--- src/rtl/ram_burst_reader.sv ---
// Burst reader for the dual-port RAM wrapper: issues sequential reads on one port and
// returns the words as a valid/ready stream, with a credit-limited skid FIFO absorbing read latency.
module ram_burst_reader #(
  parameter int ASIZE      = 12,
  parameter int DSIZE      = 36,
  parameter int RD_LAT     = 3,
  parameter int FIFO_DEPTH = 8
) (
  input  logic             clock,
  input  logic             rst,
  input  logic             start,
  input  logic [ASIZE-1:0] start_addr,
  input  logic [ASIZE:0]   start_len,
  output logic             busy,
  output logic             done,
  output logic [ASIZE-1:0] ram_addr,
  output logic             ram_we,
  input  logic [DSIZE-1:0] ram_dout,
  output logic [DSIZE-1:0] axis_tdata,
  output logic             axis_tvalid,
  input  logic             axis_tready,
  output logic             axis_tlast
);

  localparam int PW = (FIFO_DEPTH > 1) ? $clog2(FIFO_DEPTH) : 1;
  localparam int CW = $clog2(FIFO_DEPTH + RD_LAT + 2);
  localparam logic [ASIZE:0] LEN_ONE = (ASIZE + 1)'(1);

  if (FIFO_DEPTH < RD_LAT + 1) begin : g_depth_chk
    $error("ram_burst_reader: FIFO_DEPTH must be at least RD_LAT+1");
  end

  typedef enum logic [1:0] {IDLE, ISSUE, DRAIN, FIN} state_t;

  state_t            state_q;
  logic [ASIZE-1:0]  next_addr_q;
  logic [ASIZE-1:0]  ram_addr_q;
  logic [ASIZE:0]    issue_left_q;
  logic [ASIZE:0]    beats_left_q;
  logic              issue_q;
  logic [RD_LAT-1:0] pipe_q;
  logic [RD_LAT-1:0] pipe_d;
  logic [DSIZE-1:0]  mem_q [FIFO_DEPTH];
  logic [PW-1:0]     wr_ptr_q;
  logic [PW-1:0]     rd_ptr_q;
  logic [CW-1:0]     count_q;
  logic [CW-1:0]     count_d;
  logic [CW-1:0]     inflight;
  logic              busy_q;
  logic              done_q;
  logic              issue;
  logic              cap;
  logic              pop;
  logic              head_vld;

  function automatic logic [PW-1:0] ptr_inc(input logic [PW-1:0] p);
    return (p == PW'(FIFO_DEPTH - 1)) ? '0 : p + PW'(1);
  endfunction

  // issue_q marks the address currently on ram_addr; pipe_q tracks it until ram_dout is valid
  always_comb begin
    inflight = CW'(issue_q);
    for (int i = 0; i < RD_LAT; i++) begin
      inflight = inflight + CW'(pipe_q[i]);
    end
    pipe_d    = '0;
    pipe_d[0] = issue_q;
    for (int i = 1; i < RD_LAT; i++) begin
      pipe_d[i] = pipe_q[i-1];
    end
  end

  assign head_vld = (count_q != '0);
  assign pop      = head_vld && axis_tready;
  assign cap      = pipe_q[RD_LAT-1];
  assign issue    = (state_q == ISSUE) && ((count_q + inflight) < CW'(FIFO_DEPTH));
  assign count_d  = count_q + CW'(cap) - CW'(pop);

  always_ff @(posedge clock) begin
    if (rst) begin
      state_q      <= IDLE;
      next_addr_q  <= '0;
      ram_addr_q   <= '0;
      issue_left_q <= '0;
      beats_left_q <= '0;
      issue_q      <= 1'b0;
      pipe_q       <= '0;
      wr_ptr_q     <= '0;
      rd_ptr_q     <= '0;
      count_q      <= '0;
      busy_q       <= 1'b0;
      done_q       <= 1'b0;
    end else begin
      issue_q <= issue;
      pipe_q  <= pipe_d;
      count_q <= count_d;
      done_q  <= 1'b0;
      if (cap) wr_ptr_q <= ptr_inc(wr_ptr_q);
      if (pop) begin
        rd_ptr_q     <= ptr_inc(rd_ptr_q);
        beats_left_q <= beats_left_q - LEN_ONE;
      end
      if (issue) begin
        ram_addr_q   <= next_addr_q;
        next_addr_q  <= next_addr_q + 1'b1;
        issue_left_q <= issue_left_q - LEN_ONE;
      end
      case (state_q)
        IDLE: begin
          if (start) begin
            if (start_len != '0) begin
              next_addr_q  <= start_addr;
              issue_left_q <= start_len;
              beats_left_q <= start_len;
              busy_q       <= 1'b1;
              state_q      <= ISSUE;
            end else begin
              done_q  <= 1'b1;
              state_q <= FIN;
            end
          end
        end
        ISSUE: begin
          if (issue && (issue_left_q == LEN_ONE)) state_q <= DRAIN;
        end
        DRAIN: begin
          if (pop && (beats_left_q == LEN_ONE)) begin
            busy_q  <= 1'b0;
            done_q  <= 1'b1;
            state_q <= FIN;
          end
        end
        FIN: begin
          state_q <= IDLE;
        end
        default: state_q <= IDLE;
      endcase
    end
  end

  // FIFO storage is datapath only; occupancy and pointers carry the reset
  always_ff @(posedge clock) begin
    if (cap) mem_q[wr_ptr_q] <= ram_dout;
  end

  always_ff @(posedge clock) begin
    if (!rst) begin
      assert (!(cap && !pop && (count_q == CW'(FIFO_DEPTH))));
    end
  end

  assign busy        = busy_q;
  assign done        = done_q;
  assign ram_addr    = ram_addr_q;
  assign ram_we      = 1'b0;
  assign axis_tvalid = head_vld;
  assign axis_tdata  = head_vld ? mem_q[rd_ptr_q] : '0;
  assign axis_tlast  = head_vld && (beats_left_q == LEN_ONE);

endmodule

--- config.mk ---
export PLATFORM = sky130hd
export DESIGN_NAME = ram_burst_reader
export DESIGN_NICKNAME = d
export VERILOG_FILES = /design/src/rtl/ram_burst_reader.sv
export SDC_FILE = /design/constraint.sdc
export NUM_CORES = 1
export LEC_CHECK = 0
export CORE_MARGIN = 2
export CORE_UTILIZATION = 40
export DETAILED_ROUTE_END_ITERATION = 16
export PLACE_DENSITY = 0.65
export SKIP_LAST_GASP = 1
export SYNTH_ARGS = -nofsm -noshare
export SYNTH_HDL_FRONTEND = slang
export SYNTH_SLANG_ARGS = --single-unit
--- constraint.sdc ---
create_clock -name clock -period 4.06 [get_ports clock]
set_clock_uncertainty 0.2 [all_clocks]
set_input_delay 0.609 -clock clock [delete_from_list [all_inputs] [get_ports clock]]
set_output_delay 0.609 -clock clock [all_outputs]
set_load 0.02 [all_outputs]
==> results.yml <==
outcome:
  status: "completed"
critical_path:
  cp.arrival_ps: 2880
  endpoint_kind: "output port"
  required_ps: 3250
  worst-path-max-fanout: 35
  critical_path_class: "flip-flop to output port"
  start_kind: "flip-flop"
logic_synthesis:
  yosysWarnings: 0
  synth.area.mux_share_pct: 13.8
  yosysTopAreaCell: "edfxtp_1"
  yosys.area_share.simple_pct: 5.79
  synth_xor_area_share_pct: 2.10
  synth_top_family_by_area: "multiplexers"
  ys_ff_latch: 359
  netlist_instances: 869
  ys_top_cells_by_area: "edfxtp_1 59%, mux4_2 11%, dfxtp_1 9.8%"
  synth_compound_area_share_pct: 5.39
  synth-edff-count: 288
  yosys.area_share.adder_pct: 1.91
  synth_ff_type: "edfxtp_1"
  netlist.area_leader.share_pct: 59.4
  synthArstFlopShare_pct: 0
  yosysSeqAreaShare_pct: 69.1
  yosysUniqueCellTypes: 63
  netlist_area_um2: 14600
  synth.avg_cell_area_um2: 16.8
  synth.net_count: 955
final_layout:
  final_common_cell: "edfxtp_1"
  final_cell_mix: "288 x edfxtp_1, 115 x clkdlybuf4s50_1, 72 x mux4_2"
  synthToLayoutAreaGrowth_pct: 20.8
  nets: 1088
  layout-drive-gt1-share_pct: 18.0
route:
  via_per_inst: 5.29
  wl_per_cell_um: 20.6
  postRouteAntennaNets: 0
  drtIter0Drc: 463
  vias: 7875
  dr.pass1.iters: 5
  drc_errors: 0
  wl_um: 30600
global_routing:
  grt_util_all_layers_pct: 16.2
  grt_pass1_wl_um: 47200
  grt_pass1_vias: 8239
  grt_overflow: 0
  antenna_found_initial: 2
  grt_max_degree: 59
floorplan:
  boundaryPins: 118
  die_w_um: 195
  fp-row-count: 69
  initial_core_util_pct: 40.8
  coreArea_um2: 35700
  die_area_um2: 38000
  die_h_um: 195
hold_path:
  hp-class: "flip-flop to flip-flop"
timing:
  fmax_mhz: 271
  hold_violations: 0
  tightest_slew_ps: 1100
  fin_crit_ps: 3690
  finalWorstSetupSlack_ps: 368
  fin_setup_tns_ps: 0
  finalSetupViolCount: 0
  rsz0062_at_grt: "no"
  holdWs_ps: 251
  post-route-period-util_pct: 90.9
  final_max_slew_viol_count: 0
  relSlewSlack_pct: 27.0
cts:
  cts_tree: "built"
  clk_pin_slew_worst_paths_ps: 60
  cts_max_level: 2
  numCtsBuffers: 38
  hold_buffers: 0
  cts_resized: 0
  clock-sinks: 359
  cts_root_buf: "clkbuf_16"
  clk-insertion-delay-late_ps: 530
  cts_setup_buffers: 0
  clk_path_buf_depth: 3
placement:
  pre_cts_ws_ps: 719
  port_buffers: 116
  dp_hpwl_um: 18100
  gp_congestion: 0.748
job:
  maxCapViolCount: 0
power_and_ir_drop:
  p_total_uw: 10500
  power_density_nw_per_um2: 598
  ir_drop_uv: 353
  p_leak_uw: 0.00559
-- worst max-delay path, stage by stage (launching register included) --
cell	delay, ps
dfxtp_1	500
inv_2	130
ha_1	220
and3_2	250
buf_4	300
nor2_1	290
clkdlybuf4s50_1	660
-- cell families after synthesis --
kind of cell,Yosys count
adder cells (fa/ha/maj),21
other,1
multiplexers,111
buffers and inverters,61
flip-flops,359
AO/OA/AOI/OAI,108
AND/OR/NAND/NOR,173
XOR/XNOR,35
-- power breakdown --
group | internal [uW] | switching, uW | total [uW]
logic | 1320 | 1460 | 2790
clock network | 1930 | 1380 | 3310
registers | 4170 | 262 | 4430
-- per-layer routing --
metal | wire, um | global-route usage [%]
met3 | 1240 | 2.71
met5 | 0 | 0
met1 | 14000 | 22.0
met4 | 532 | 5.00
met2 | 14900 | 26.9
-- synth_stat cells (8+ instances only) --
cell      number
a21oi_1       41
mux2i_1       39
inv_1         16
nor2_1        77
ha_1          19
mux4_2        72
buf_2         10
dfxtp_1       71
edfxtp_1     288
nor4_1         8
xnor2_1       10
a211oi_2       8
o211ai_1       8
nor3_1        12
clkbuf_1      24
nand2_1       38
o21bai_1      12
xor2_1        25
-- path summary, 6_finish.rpt --
kind                             startpoint             end  slack, ps  cells past startpoint
worst max-delay path             count_q[3]   axis_tdata[3]        370                      6
worst min-delay path            ram_addr[8]     ram_addr[8]        250                      2
worst max register to register      issue_q  next_addr_q[1]        740                      7
worst min register to register  ram_addr[8]     ram_addr[8]        250                      2
-- through the flow --
stage | area (um^2) | utilization, % | cells
after floorplan | 14600 | - | 869
final | 17600 | 49.2 | 1489
after global placement | 16400 | 45.9 | 1423
after detailed placement | 16400 | 45.9 | 1423
after global routing | 17600 | 49.2 | 1489
after CTS | 17600 | 49.2 | 1488
-- sequential cells by signal, summed over array words and instances, names as in the netlist, named ones only --
register	cells
mem_q	288
beats_left_q	13
issue_left_q	13
next_addr_q	12
ram_addr	12
count_q	4
pipe_q	3
rd_ptr_q	3
wr_ptr_q	3
state_q	2
busy	1
done	1
issue_q	1
-- area by class of cell --
| class | instances | area, um^2 |
|---|---|---|
| antenna | 1 | 2.50 |
| inverter | 18 | 67.6 |
| clock inverter | 19 | 170 |
| tap | 461 | 577 |
| clock buffer | 46 | 1020 |
| multi-input combinational | 449 | 4290 |
| sequential | 359 | 10100 |
| timing repair buffer | 136 | 1390 |
| fill | 3006 | 18100 |
(Power assumes the default switching activity.)
